<file path="src/rtl/neuron_writeback_pkg.sv">
// rtl/neuron_writeback_pkg.sv - shared state encoding and activation limits for neuron_writeback
package neuron_writeback_pkg;

    typedef enum logic [1:0] {
        ACCEPT = 2'd0,
        DRAIN  = 2'd1,
        DONE   = 2'd2
    } wb_state_t;

    localparam int SAT_MAX     = 127;
    localparam int SAT_MIN     = -128;
    localparam int LEAKY_SHIFT = 3;

endpackage

</file>
<file path="src/rtl/neuron_writeback_if.sv">
// rtl/neuron_writeback_if.sv - accumulator input and neuron RAM write bundle for neuron_writeback
interface neuron_writeback_if #(
    parameter int ACC_W  = 16,
    parameter int ADDR_W = 8
);
    logic                     acc_valid;
    logic                     acc_ready;
    logic signed [ACC_W-1:0]  acc_data;
    logic [ADDR_W-1:0]        acc_addr;
    logic                     layer_done;
    logic                     ram_busy;
    logic                     ram_wre;
    logic [ADDR_W-1:0]        ram_waddr;
    logic [7:0]               ram_wdata;
    logic                     layer_written;
    logic [ADDR_W-1:0]        neuron_count;

    modport master (
        output acc_valid, acc_data, acc_addr, layer_done, ram_busy,
        input  acc_ready, ram_wre, ram_waddr, ram_wdata, layer_written, neuron_count
    );

    modport slave (
        input  acc_valid, acc_data, acc_addr, layer_done, ram_busy,
        output acc_ready, ram_wre, ram_waddr, ram_wdata, layer_written, neuron_count
    );
endinterface

</file>
<file path="src/rtl/neuron_writeback_fifo.sv">
// rtl/neuron_writeback_fifo.sv - synchronous FIFO with extra-bit pointers for full/empty
module neuron_writeback_fifo #(
    parameter int WIDTH = 16,
    parameter int DEPTH = 4
) (
    input  logic             clk,
    input  logic             reset,
    input  logic             push,
    input  logic [WIDTH-1:0] wdata,
    input  logic             pop,
    output logic [WIDTH-1:0] rdata,
    output logic             full,
    output logic             empty
);
    localparam int AW = $clog2(DEPTH);

    logic [WIDTH-1:0] mem [DEPTH];
    logic [AW:0]      wptr;
    logic [AW:0]      rptr;

    always_ff @(posedge clk) begin
        if (reset) begin
            wptr <= '0;
            rptr <= '0;
        end else begin
            if (push) wptr <= wptr + (AW+1)'(1);
            if (pop)  rptr <= rptr + (AW+1)'(1);
        end
    end

    always_ff @(posedge clk) begin
        if (push) mem[wptr[AW-1:0]] <= wdata;
    end

    assign rdata = mem[rptr[AW-1:0]];
    assign empty = (wptr == rptr);
    // Same slot, opposite wrap bit: the writer has lapped the reader.
    assign full  = (wptr[AW-1:0] == rptr[AW-1:0]) && (wptr[AW] != rptr[AW]);

endmodule

</file>
<file path="src/rtl/neuron_writeback.sv">
// rtl/neuron_writeback.sv - rescale/ReLU/saturate MAC results and drain them to neuron RAM (option: NEURON_WRITEBACK_LEAKY_RELU_EN)
module neuron_writeback
    import neuron_writeback_pkg::*;
#(
    parameter int ACC_W     = 16,
    parameter int FRAC_BITS = 4,
    parameter int ADDR_W    = 8,
    parameter int DEPTH     = 4
) (
    input  logic              clk,
    input  logic              reset,
    neuron_writeback_if.slave bus
);
    localparam logic signed [ACC_W-1:0] POS_LIM = ACC_W'(SAT_MAX);

    wb_state_t           state, state_n;
    logic                accept_ok;
    logic                done_pulse;
    logic signed [ACC_W-1:0] scaled;
    logic [7:0]          act_val;
    logic                push, pop, fifo_full, fifo_empty;
    logic [ADDR_W+7:0]   head;
    logic                wre_q;
    logic [ADDR_W-1:0]   waddr_q;
    logic [7:0]          wdata_q;
    logic [ADDR_W-1:0]   count_q;

`ifdef NEURON_WRITEBACK_LEAKY_RELU_EN
    localparam logic signed [ACC_W-1:0] NEG_LIM = ACC_W'(SAT_MIN);
    logic signed [ACC_W-1:0] leaky;
`endif

    always_comb begin
        scaled  = bus.acc_data >>> FRAC_BITS;
        act_val = scaled[7:0];
`ifdef NEURON_WRITEBACK_LEAKY_RELU_EN
        leaky   = scaled >>> LEAKY_SHIFT;
`endif
        if (scaled > POS_LIM) begin
            act_val = 8'(SAT_MAX);
        end else if (scaled[ACC_W-1]) begin
`ifdef NEURON_WRITEBACK_LEAKY_RELU_EN
            act_val = (leaky < NEG_LIM) ? 8'(SAT_MIN) : leaky[7:0];
`else
            act_val = 8'd0;
`endif
        end
    end

    assign push = bus.acc_valid && bus.acc_ready;
    assign pop  = !fifo_empty && !bus.ram_busy;

    neuron_writeback_fifo #(
        .WIDTH (ADDR_W + 8),
        .DEPTH (DEPTH)
    ) u_fifo (
        .clk   (clk),
        .reset (reset),
        .push  (push),
        .wdata ({bus.acc_addr, act_val}),
        .pop   (pop),
        .rdata (head),
        .full  (fifo_full),
        .empty (fifo_empty)
    );

    always_ff @(posedge clk) begin
        if (reset) state <= ACCEPT;
        else       state <= state_n;
    end

    // Draining finishes on FIFO empty alone: the last pop's write is already on the RAM port.
    always_comb begin
        state_n    = state;
        accept_ok  = 1'b0;
        done_pulse = 1'b0;
        case (state)
            ACCEPT: begin
                accept_ok = !fifo_full;
                if (bus.layer_done) state_n = DRAIN;
            end
            DRAIN:   if (fifo_empty) state_n = DONE;
            DONE: begin
                done_pulse = 1'b1;
                state_n    = ACCEPT;
            end
            default: state_n = ACCEPT;
        endcase
    end

    always_ff @(posedge clk) begin
        if (reset) begin
            wre_q   <= 1'b0;
            waddr_q <= '0;
            wdata_q <= '0;
            count_q <= '0;
        end else begin
            wre_q <= pop;
            if (pop) begin
                waddr_q <= head[ADDR_W+7:8];
                wdata_q <= head[7:0];
            end
            if (state == DONE)  count_q <= '0;
            else if (pop)       count_q <= count_q + ADDR_W'(1);
        end
    end

    assign bus.acc_ready     = accept_ok && !reset;
    assign bus.layer_written = done_pulse;
    assign bus.ram_wre       = wre_q;
    assign bus.ram_waddr     = waddr_q;
    assign bus.ram_wdata     = wdata_q;
    assign bus.neuron_count  = count_q;

endmodule

</file>
<file path="src/flat_wrapper.sv">
// flat-port wrapper written by rule: the top's interface ports become plain ports
module neuron_writeback_flat import neuron_writeback_pkg::*;
#(
    parameter int ACC_W     = 16,
    parameter int FRAC_BITS = 4,
    parameter int ADDR_W    = 8,
    parameter int DEPTH     = 4
)
  (clk, reset, bus_acc_valid, bus_acc_data, bus_acc_addr, bus_layer_done, bus_ram_busy, bus_acc_ready, bus_ram_wre, bus_ram_waddr, bus_ram_wdata, bus_layer_written, bus_neuron_count);
  neuron_writeback_if #(.ACC_W(ACC_W), .ADDR_W(ADDR_W)) bus_i ();
  input  logic clk;
  input  logic reset;
  input wire logic [$bits(bus_i.acc_valid)-1:0] bus_acc_valid;
  input wire logic [$bits(bus_i.acc_data)-1:0] bus_acc_data;
  input wire logic [$bits(bus_i.acc_addr)-1:0] bus_acc_addr;
  input wire logic [$bits(bus_i.layer_done)-1:0] bus_layer_done;
  input wire logic [$bits(bus_i.ram_busy)-1:0] bus_ram_busy;
  output wire logic [$bits(bus_i.acc_ready)-1:0] bus_acc_ready;
  output wire logic [$bits(bus_i.ram_wre)-1:0] bus_ram_wre;
  output wire logic [$bits(bus_i.ram_waddr)-1:0] bus_ram_waddr;
  output wire logic [$bits(bus_i.ram_wdata)-1:0] bus_ram_wdata;
  output wire logic [$bits(bus_i.layer_written)-1:0] bus_layer_written;
  output wire logic [$bits(bus_i.neuron_count)-1:0] bus_neuron_count;
  assign bus_i.acc_valid = bus_acc_valid;
  assign bus_i.acc_data = bus_acc_data;
  assign bus_i.acc_addr = bus_acc_addr;
  assign bus_i.layer_done = bus_layer_done;
  assign bus_i.ram_busy = bus_ram_busy;
  assign bus_acc_ready = bus_i.acc_ready;
  assign bus_ram_wre = bus_i.ram_wre;
  assign bus_ram_waddr = bus_i.ram_waddr;
  assign bus_ram_wdata = bus_i.ram_wdata;
  assign bus_layer_written = bus_i.layer_written;
  assign bus_neuron_count = bus_i.neuron_count;
  neuron_writeback #(.ACC_W(ACC_W), .FRAC_BITS(FRAC_BITS), .ADDR_W(ADDR_W), .DEPTH(DEPTH)) u_core (.clk(clk), .reset(reset), .bus(bus_i));
endmodule
</file>
<file path="config.mk">
export PLATFORM = sky130hd
export DESIGN_NAME = neuron_writeback_flat
export DESIGN_NICKNAME = d
export VERILOG_FILES = /design/src/rtl/neuron_writeback_pkg.sv /design/src/rtl/neuron_writeback_if.sv /design/src/rtl/neuron_writeback_fifo.sv /design/src/rtl/neuron_writeback.sv /design/src/flat_wrapper.sv
export SDC_FILE = /design/constraint.sdc
export NUM_CORES = 1
export LEC_CHECK = 0
export ABC_CLOCK_PERIOD_IN_PS = 2800
export CAP_MARGIN = 5
export CORE_MARGIN = 4
export CORE_UTILIZATION = 54
export CTS_CLUSTER_SIZE = 40
export DETAILED_ROUTE_END_ITERATION = 10
export PLACE_DENSITY = 0.87
export SETUP_SLACK_MARGIN = 0.02
export SLEW_MARGIN = 20
export SYNTH_ARGS = -nofsm -noshare
export SYNTH_HDL_FRONTEND = slang
export SYNTH_HIERARCHICAL = 1
export SYNTH_SLANG_ARGS = --single-unit
</file>
<file path="constraint.sdc">
create_clock -name clk -period 2.8 [get_ports clk]
set_input_delay 0.7 -clock clk [delete_from_list [all_inputs] [get_ports clk]]
set_output_delay 0.7 -clock clk [all_outputs]
set_load 0.01 [all_outputs]
</file>
==> results of run 1 <==
==> power by group <==
group | leakage [nW] | switching (mW) | internal [mW]
clock | 0.0923 | 0.484 | 0.417
combinational | 0.614 | 0.225 | 0.235
sequential | 0.864 | 0.0448 | 1.63
==> area by class of cell <==
| cell class | instances | area, um2 | area share |
|---|---|---|---|
| clock buffer | 9 | 124 | 0.0265 |
| multi-input combinational | 151 | 1140 | 0.244 |
| clock inverter | 7 | 75.1 | 0.0161 |
| timing repair buffer | 59 | 571 | 0.122 |
| inverter | 6 | 22.5 | 0.00482 |
| tap | 96 | 120 | 0.0257 |
| sequential | 99 | 2620 | 0.561 |
==> state kept, by name, indices dropped and copies added (netlist names), named ones only <==
signal                   count
u_core/bus.ram_wre           1
u_core/bus.ram_wdata         8
u_core/bus.neuron_count      8
u_core/u_fifo/rptr           3
u_core/u_fifo/mem           64
u_core/u_fifo/wptr           3
u_core/state                 2
u_core/bus.ram_waddr         8
==> metrics by stage <==
| step | total power, mW | hold WS [ns] | setup WS (ns) |
|---|---|---|---|
| after CTS | 3.06 | 0.463 | 0.0850 |
| after global placement | 2.14 | 0.444 | 0.167 |
| after detailed placement | 2.17 | 0.448 | 0.114 |
| final | 3.03 | 0.459 | 0.180 |
| after floorplan | 1.99 | 0.445 | 0.401 |
| after global routing | 3.17 | 0.489 | 0.0291 |
==> what timing repair did <==
action                                  CTS  global route
resized for setup                         0             2
buffers inserted                          0             0
endpoints found under the setup margin    0             1
==> cell families after synthesis <==
logic type / count (synthesis)
multiplexers: 20
AND/OR/NAND/NOR: 85
buffers and inverters: 18
flip-flops: 99
other: 1
AO/OA/AOI/OAI: 29
adder cells (fa/ha/maj): 6
XOR/XNOR: 7
==> routing by layer <==
layer,global-route usage,up-vias,routed length [um]
li1,-,1084,-
met1,0.205,1141,2880
met2,0.322,58,3900
met3,0.0398,12,304
met4,0.0730,0,109
met5,0,-,0
==> worst max-delay path, stage by stage, from the launching register on <==
cell                              delay [ns]
sky130_fd_sc_hd__dfxtp_1                0.44
sky130_fd_sc_hd__xor2_1                 0.21
sky130_fd_sc_hd__nor3_1                 0.09
sky130_fd_sc_hd__nor4_2                 0.25
sky130_fd_sc_hd__clkdlybuf4s50_1        0.58
==> placed cells by master (no fill, tap or decap), drive strengths merged, types with 3 or more instances in the layout <==
master and n:
mux2i 4, clkinvlp 3, conb 4, or4 3
mux4 16, clkbuf 9, dfxtp 35, xnor2 5
and2 5, nor2 22, edfxtp 64, inv 8
nor3 3, a21oi 23, buf 8, clkdlybuf4s50 51
nand2 36, ha 6, nand3b 3
==> how the worst min path moves through the flow <==
stage	start	to	slack, ns
2_1_floorplan	u_core/state[1]	u_core/state[1]	0.44
3_3_place_gp	u_core/bus.ram_waddr[4]	u_core/bus.ram_waddr[4]	0.44
3_5_place_dp	u_core/bus.ram_waddr[3]	u_core/bus.ram_waddr[3]	0.45
4_1_cts	u_core/bus.ram_wdata[0]	u_core/bus.ram_wdata[0]	0.46
5_1_grt	u_core/bus.ram_waddr[2]	u_core/bus.ram_waddr[2]	0.49
6_report	u_core/bus.ram_wdata[0]	u_core/bus.ram_wdata[0]	0.46
==> results.cfg, run 1 <==
[run_status]
outcome = finished clean

[placed_design]
number_of_cells_after_detailed_placement = 411
routabilityCongestion = 0.747
placed_area_um2 = 4470
io_buffer_count = 51
hpwlAfterDp_um = 4710

[sta]
final_min_period_over_clock_period = 0.936
finalSetupViolCount = 0
fmaxAchievable_mhz = 382
slew_headroom = 0.456
finalWorstPathRequiredPeriod_ns = 2.62
tightestPinTransition_ns = 0.814
hold_viol_final = 0
report.final.slew_viol_count = 0
fin_setup_tns_ns = 0
grt_setup_unrepaired = false
clock-skew-final_ns = 0.00983

[routing]
routedWlPerCell_um = 16.9
post_drt_via_cell_ratio = 5.37
num_vias = 2295
first_iter_violations = 124
drt-total-wl_um = 7200
drc = 0
drt_pre_antenna_iters = 4
antenna_violating_nets_left = 0

[synthesis]
postSynthRegisterBits = 99
synth_most_common_cell = sky130_fd_sc_hd__edfxtp_1
synth-compound-area-share = 0.0426
synth_mux_area_frac = 0.110
synth_cell_type_count = 35
most_instantiated_cells_after_synthesis = 64 x sky130_fd_sc_hd__edfxtp_1, 36 x sky130_fd_sc_hd__nand2_1, 35 x sky130_fd_sc_hd__dfxtp_1
synth-simple-area-share = 0.102
synthesis.area_per_instance_um2 = 14.5
synthXorXnorAreaFrac = 0.0159
synth-async-reset-ratio = 0
flip_flop_cell_with_the_highest_count_after_synthesis = sky130_fd_sc_hd__edfxtp_1
cell_count_after_synthesis = 265
netlist_area_um2 = 3850
synth_largest_area_cell = sky130_fd_sc_hd__edfxtp_1
synth-adder-area-share = 0.0195
yosysSeqAreaShare = 0.682
synth.yosys.warnings = 6
synth_top_family_by_area = multiplexers
synthDominantCellAreaShare = 0.500
most_area_consuming_cells_after_synthesis = sky130_fd_sc_hd__edfxtp_1 50%, sky130_fd_sc_hd__dfxtp_1 18%, sky130_fd_sc_hd__mux4_2 5.9%
synth_edf_count = 64

[setup_path]
critPathCapture = bus_acc_ready
worstPathMaxFanout = 5
endpoint_kind = output pin
rr_startpoint = u_core/u_fifo/wptr[1]
worst_ep_required_time_ns = 2.10
critical_path_class = flop to output pin
r2r-end = u_core/u_fifo/mem[1][3]
worstRegToRegCells = 6
worstPathArrival_ns = 1.92
crit_path_start = u_core/u_fifo/wptr[1]
startpoint_type = flop
worst_setup_slack_for_register_to_register_paths_ns = 0.68

[global_route]
grt_max_degree = 30
grt_antenna_before_repair = 0
grt_pass1_wl_um = 11500
groute.usage.overall = 0.179
grt_overflow = 0
grt_pass1_vias = 2370

[clock_network]
cts_hold_repair.buffers = 0
cts_sinks = 99
cts.path.max_buffers = 2
cts_htree_levels = 3
cts.clk_slew.worst_paths_ns = 0.09
tritoncts = built
cts-buffers-inserted = 9
cts_root_buf = sky130_fd_sc_hd__clkbuf_8
worstSkewPairLatency_ns = 0.35

[min_path]
hold_path_class = flop to flop
hold_depth = 2

[cells_and_area]
filler_cell_count = 488
nets = 361
fin_util = 0.681
post-route-cell-area_um2 = 4670
finish.cell_count_without_fillers = 427
drive_above_1_share = 0.124
synthToLayoutAreaGrowth_pct = 21.5
antenna_diode_count = 0

[die]
fp.dieW_um = 92.4
die_y_um = 92.4
io_pins = 56
floorplan.initialDensity = 0.560
fp.dieArea_um2 = 8540
fp.coreArea_um2 = 6870
std_cell_rows = 30

[job]
maxCapViolCount = 0

[pwr]
worst_ir_drop_vdd_uv = 367
leakage_nw = 1.57
powerDensity_nw_per_um2 = 649
No activity file was read; power rests on OpenSTA's default activity.
==> run 2: changes to the inputs <==
--- a/config.mk
+++ b/config.mk
@@ -5,13 +5,13 @@
 export SDC_FILE = /design/constraint.sdc
 export NUM_CORES = 1
 export LEC_CHECK = 0
+export ABC_AREA = 1
 export ABC_CLOCK_PERIOD_IN_PS = 2800
 export CAP_MARGIN = 5
-export CORE_MARGIN = 4
-export CORE_UTILIZATION = 54
+export CORE_UTILIZATION = 55
 export CTS_CLUSTER_SIZE = 40
 export DETAILED_ROUTE_END_ITERATION = 10
-export PLACE_DENSITY = 0.87
+export PLACE_DENSITY = 0.88
 export SETUP_SLACK_MARGIN = 0.02
 export SLEW_MARGIN = 20
 export SYNTH_ARGS = -nofsm -noshare
==> results.cfg, run 2 <==
[run_status]
outcome = finished clean

[synthesis]
netlist_area_um2 = 4240
synthXorXnorAreaFrac = 0.00620
synth_edf_count = 64
synth.yosys.warnings = 6
synth_most_common_cell = sky130_fd_sc_hd__nand2_1
synth-simple-area-share = 0.228
most_instantiated_cells_after_synthesis = 102 x sky130_fd_sc_hd__nand2_1, 81 x sky130_fd_sc_hd__nor2_1, 64 x sky130_fd_sc_hd__edfxtp_1
yosysSeqAreaShare = 0.619
synth-compound-area-share = 0.0449
cell_count_after_synthesis = 457
synth_top_family_by_area = simple AND/OR/NAND/NOR gates
synth-async-reset-ratio = 0
synth-adder-area-share = 0.0177
synth_cell_type_count = 29
synthesis.area_per_instance_um2 = 9.28
flip_flop_cell_with_the_highest_count_after_synthesis = sky130_fd_sc_hd__edfxtp_1
synth_mux_area_frac = 0
synthDominantCellAreaShare = 0.453
synth_largest_area_cell = sky130_fd_sc_hd__edfxtp_1
most_area_consuming_cells_after_synthesis = sky130_fd_sc_hd__edfxtp_1 45%, sky130_fd_sc_hd__dfxtp_1 17%, sky130_fd_sc_hd__nand2_1 9.0%
postSynthRegisterBits = 99

[global_route]
groute.usage.overall = 0.214
grt_pass1_wl_um = 13400
grt_antenna_before_repair = 0
grt_overflow = 0
grt_max_degree = 33
grt_pass1_vias = 2945

[die]
io_pins = 56
die_y_um = 89.8
fp.coreArea_um2 = 7370
fp.dieArea_um2 = 8060
std_cell_rows = 31
floorplan.initialDensity = 0.575
fp.dieW_um = 89.8

[setup_path]
worst_ep_required_time_ns = 2.10
endpoint_kind = output pin
startpoint_type = input port
worst_setup_slack_for_register_to_register_paths_ns = 0.88
worstPathMaxFanout = 2
critical_path_class = input port to output pin
worstPathArrival_ns = 1.95

[placed_design]
routabilityCongestion = 0.792
io_buffer_count = 51
hpwlAfterDp_um = 5250

[sta]
fmaxAchievable_mhz = 378
fin_setup_tns_ns = 0
slew_headroom = 0.329
tightestPinTransition_ns = 1.01
report.final.slew_viol_count = 0
clock-skew-final_ns = 0.0156
finalWorstPathRequiredPeriod_ns = 2.65
final_min_period_over_clock_period = 0.945
finalSetupViolCount = 0
hold_viol_final = 0
grt_setup_unrepaired = false

[clock_network]
tritoncts = built
cts_htree_levels = 3
ctsResizeCount = 0
post_cts_setup_buffers = 0
cts_hold_repair.buffers = 0
cts_sinks = 99
cts.clk_slew.worst_paths_ns = 0.10
cts-buffers-inserted = 9
cts.path.max_buffers = 2
cts_root_buf = sky130_fd_sc_hd__clkbuf_8
worstSkewPairLatency_ns = 0.36

[cells_and_area]
final_cell_mix = 102 x sky130_fd_sc_hd__nand2_1, 81 x sky130_fd_sc_hd__nor2_1, 64 x sky130_fd_sc_hd__edfxtp_1, 63 x sky130_fd_sc_hd__inv_1, 51 x sky130_fd_sc_hd__clkdlybuf4s50_1
filler_cell_count = 520
largest_register_ffs = 64
most_common_cell_after_layout_fill_and_taps_aside = sky130_fd_sc_hd__nand2_1
antenna_diode_count = 0
synthToLayoutAreaGrowth_pct = 19.8
drive_above_1_share = 0.0669
nets = 553

[routing]
drc = 0
num_vias = 3157
routedWlPerCell_um = 12.9
post_drt_via_cell_ratio = 5.08
first_iter_violations = 212
antenna_violating_nets_left = 0
drt-total-wl_um = 8020
drt_pre_antenna_iters = 5

[pwr]
powerDensity_nw_per_um2 = 681
leakage_nw = 2.10
total_power_mw = 3.46
worst_ir_drop_vdd_uv = 299

[min_path]
hold_path_class = flop to flop

[job]
maxCapViolCount = 0
==> run 2: cell type report <==
class	instances	area [um2]	area share
multi-input cells	282	1270	0.251
inverters	64	240	0.0473
clock buffers	11	153	0.0301
well taps	99	124	0.0244
flip-flops and latches	99	2620	0.517
clock inverters	5	58.8	0.0116
repair buffers	62	606	0.119
==> run 2: final timing paths <==
| kind | from | cells after the start | endpoint |
|---|---|---|---|
| setup / recovery | reset | 5 | bus_acc_ready |
| hold / removal | u_core/bus.neuron_count[7] | 2 | u_core/bus.neuron_count[7] |
| setup reg to reg | u_core/u_fifo/wptr[0] | 10 | u_core/bus.neuron_count[5] |
| hold reg to reg | u_core/bus.neuron_count[7] | 2 | u_core/bus.neuron_count[7] |
==> run 2: power by group <==
part / total, mW / internal (mW) / switching (mW)
Clock: 0.937 / 0.470 / 0.468
Sequential: 1.74 / 1.66 / 0.0739
Combinational: 0.783 / 0.323 / 0.460
==> run 2: per-stage QoR <==
stage                     area (um2)  cells  setup WS (ns)  hold slack (ns)   util
after global routing            5080    622          0.105            0.517  0.689
after detailed placement        4870    606          0.158            0.473  0.660
after global placement          4870    606          0.194            0.469  0.660
after CTS                       5080    622          0.150            0.488  0.689
after floorplan                 4250    460          0.643            0.474      -
final                           5080    622          0.153            0.490  0.689
==> run 2: worst max-delay path, cell delays in order <==
cell and delay, ns:
sky130_fd_sc_hd__clkdlybuf4s50_1 0.43, sky130_fd_sc_hd__inv_1 0.09, sky130_fd_sc_hd__nand2_1 0.07, sky130_fd_sc_hd__nor2_1 0.10, sky130_fd_sc_hd__clkdlybuf4s50_1 0.55
==> run 2: kinds of logic (layout without fill, tap and decap cells) <==
kind of cell               after synthesis  in the layout
AOI/OAI and AO/OA                       38             38
xor gates and xnor gates                 3              3
adders and majority gates                6              6
buffers and inverters                   79            142
DFF                                     99             99
other                                    1              4
and+or+nand+nor                        231            231
==> run 2: metal layers <==
metal | track usage | vias up | routed length (um)
li1 | - | 1552 | -
met1 | 0.266 | 1471 | 3390
met2 | 0.363 | 124 | 4070
met3 | 0.0296 | 10 | 458
met4 | 0.117 | 0 | 112
met5 | 0 | - | 0
==> run 3: changes to the inputs <==
--- a/config.mk
+++ b/config.mk
@@ -8,10 +8,12 @@
 export ABC_AREA = 1
 export ABC_CLOCK_PERIOD_IN_PS = 2800
 export CAP_MARGIN = 5
-export CORE_UTILIZATION = 55
+export CELL_PAD_IN_SITES_DETAIL_PLACEMENT = 0
+export CELL_PAD_IN_SITES_GLOBAL_PLACEMENT = 1
+export CORE_UTILIZATION = 42
 export CTS_CLUSTER_SIZE = 40
 export DETAILED_ROUTE_END_ITERATION = 10
-export PLACE_DENSITY = 0.88
+export PLACE_DENSITY = 0.87
 export SETUP_SLACK_MARGIN = 0.02
 export SLEW_MARGIN = 20
 export SYNTH_ARGS = -nofsm -noshare
==> results.cfg, run 3 (same netlist as run 2, synthesis figures left out) <==
[clock_network]
cts_root_buf = sky130_fd_sc_hd__clkbuf_8
cts_htree_levels = 3
ctsResizeCount = 0
cts_sinks = 99
cts.path.max_buffers = 2
cts.clk_slew.worst_paths_ns = 0.09
cts-buffers-inserted = 9
worstSkewPairLatency_ns = 0.34
tritoncts = built
post_cts_setup_buffers = 0
cts_hold_repair.buffers = 0

[setup_path]
startpoint_type = input port
worstPathMaxFanout = 2
worstRegToRegCells = 10
critical_path_class = input port to output pin
worst_ep_required_time_ns = 2.10
worstPathArrival_ns = 1.89
endpoint_kind = output pin

[placed_design]
placed_area_um2 = 4890
io_buffer_count = 51
routabilityCongestion = 0.781
hpwlAfterDp_um = 4890

[die]
die_y_um = 102
io_pins = 56
fp.dieArea_um2 = 10500
fp.coreArea_um2 = 9770
fp.dieW_um = 102
floorplan.initialDensity = 0.434
std_cell_rows = 36

[pwr]
powerDensity_nw_per_um2 = 669
worst_ir_drop_vdd_uv = 303
leakage_nw = 2.08

[routing]
num_vias = 2926
drt_pre_antenna_iters = 4
drc = 0
first_iter_violations = 100
drt-total-wl_um = 7300
routedWlPerCell_um = 11.1
antenna_violating_nets_left = 0
post_drt_via_cell_ratio = 4.47

[global_route]
grt_pass1_vias = 2646
grt_antenna_before_repair = 0
grt_overflow = 0
grt_max_degree = 65
grt_pass1_wl_um = 11800
groute.usage.overall = 0.151

[cells_and_area]
antenna_diode_count = 0
most_common_cell_after_layout_fill_and_taps_aside = sky130_fd_sc_hd__nand2_1
drive_above_1_share = 0.0632
nets = 552
filler_cell_count = 895
largest_register_ffs = 64
synthToLayoutAreaGrowth_pct = 20.3
post-route-cell-area_um2 = 5100
final_cell_mix = 102 x sky130_fd_sc_hd__nand2_1, 81 x sky130_fd_sc_hd__nor2_1, 64 x sky130_fd_sc_hd__edfxtp_1, 63 x sky130_fd_sc_hd__inv_1, 51 x sky130_fd_sc_hd__clkdlybuf4s50_1

[sta]
grt_setup_unrepaired = false
fin_setup_tns_ns = 0
final_min_period_over_clock_period = 0.925
finalSetupViolCount = 0
slew_headroom = 0.363
clock-skew-final_ns = 0.00641
finalWorstPathRequiredPeriod_ns = 2.59
hold_viol_final = 0
fmaxAchievable_mhz = 386
tightestPinTransition_ns = 0.955
report.final.slew_viol_count = 0

[run_status]
outcome = finished clean

[job]
maxCapViolCount = 0

[min_path]
hold_depth = 2
hold_path_class = flop to flop
## run 3: cell types whose count changed in the layout (fill, tap and decap cells not counted)
| cell | change |
|---|---|
| sky130_fd_sc_hd__clkbuf_1 | +2 |
| sky130_fd_sc_hd__clkinv_4 | -2 |
| sky130_fd_sc_hd__clkinvlp_4 | +2 |
| sky130_fd_sc_hd__buf_12 | -1 |
| sky130_fd_sc_hd__bufinv_16 | +1 |
| sky130_fd_sc_hd__clkbuf_16 | -1 |
| sky130_fd_sc_hd__clkinv_2 | -1 |
| sky130_fd_sc_hd__dfxtp_1 | -1 |
| sky130_fd_sc_hd__dfxtp_2 | +1 |
| sky130_fd_sc_hd__inv_4 | -1 |
## run 3: path summary, 6_finish.rpt
kind,start,endpoint,slack [ns]
worst max-delay path,reset,bus_acc_ready,0.21
worst min-delay path,u_core/bus.neuron_count[7],u_core/bus.neuron_count[7],0.48
worst max register to register,u_core/u_fifo/wptr[0],u_core/u_fifo/mem[2][6],0.88
worst min register to register,u_core/bus.neuron_count[7],u_core/bus.neuron_count[7],0.48
## run 3: critical path, stage by stage
cell,delay [ns]
sky130_fd_sc_hd__clkdlybuf4s50_1,0.42
sky130_fd_sc_hd__inv_1,0.08
sky130_fd_sc_hd__nand2_1,0.07
sky130_fd_sc_hd__nor2_1,0.09
sky130_fd_sc_hd__clkdlybuf4s50_1,0.53
## run 3: report_power, final
part / switching, mW / total, mW / internal (mW)
Clock: 0.435 / 0.940 / 0.504
Sequential: 0.113 / 1.78 / 1.66
Combinational: 0.385 / 0.699 / 0.313
Total: 0.933 / 3.41 / 2.48
## run 3: layout make-up
| cell class | instances | area (um2) | area share |
|---|---|---|---|
| sequential | 99 | 2620 | 0.514 |
| multi-input combinational | 282 | 1270 | 0.250 |
| timing repair buffer | 61 | 586 | 0.115 |
| inverter | 64 | 240 | 0.0471 |
| tap | 133 | 166 | 0.0326 |
| clock buffer | 12 | 135 | 0.0265 |
| clock inverter | 4 | 75.1 | 0.0147 |
## run 3: per-layer routing
metal | vias up | global-route usage | wire (um)
li1 | 1552 | - | -
met1 | 1297 | 0.163 | 3170
met2 | 67 | 0.278 | 3770
met3 | 10 | 0.0431 | 257
met4 | 0 | 0.0571 | 97
met5 | - | 0 | 0
## run 3: stage by stage
stage                util  power [mW]  hold slack [ns]  worst slack (ns)  instances
detailed placement  0.500        2.51            0.477             0.204        639
floorplan               -        2.28            0.474             0.643        460
CTS                 0.522        3.45            0.489             0.204        655
global route        0.522        3.62            0.528             0.124        655
finish              0.522        3.41            0.483             0.209        655
global placement    0.500        2.49            0.466             0.211        639
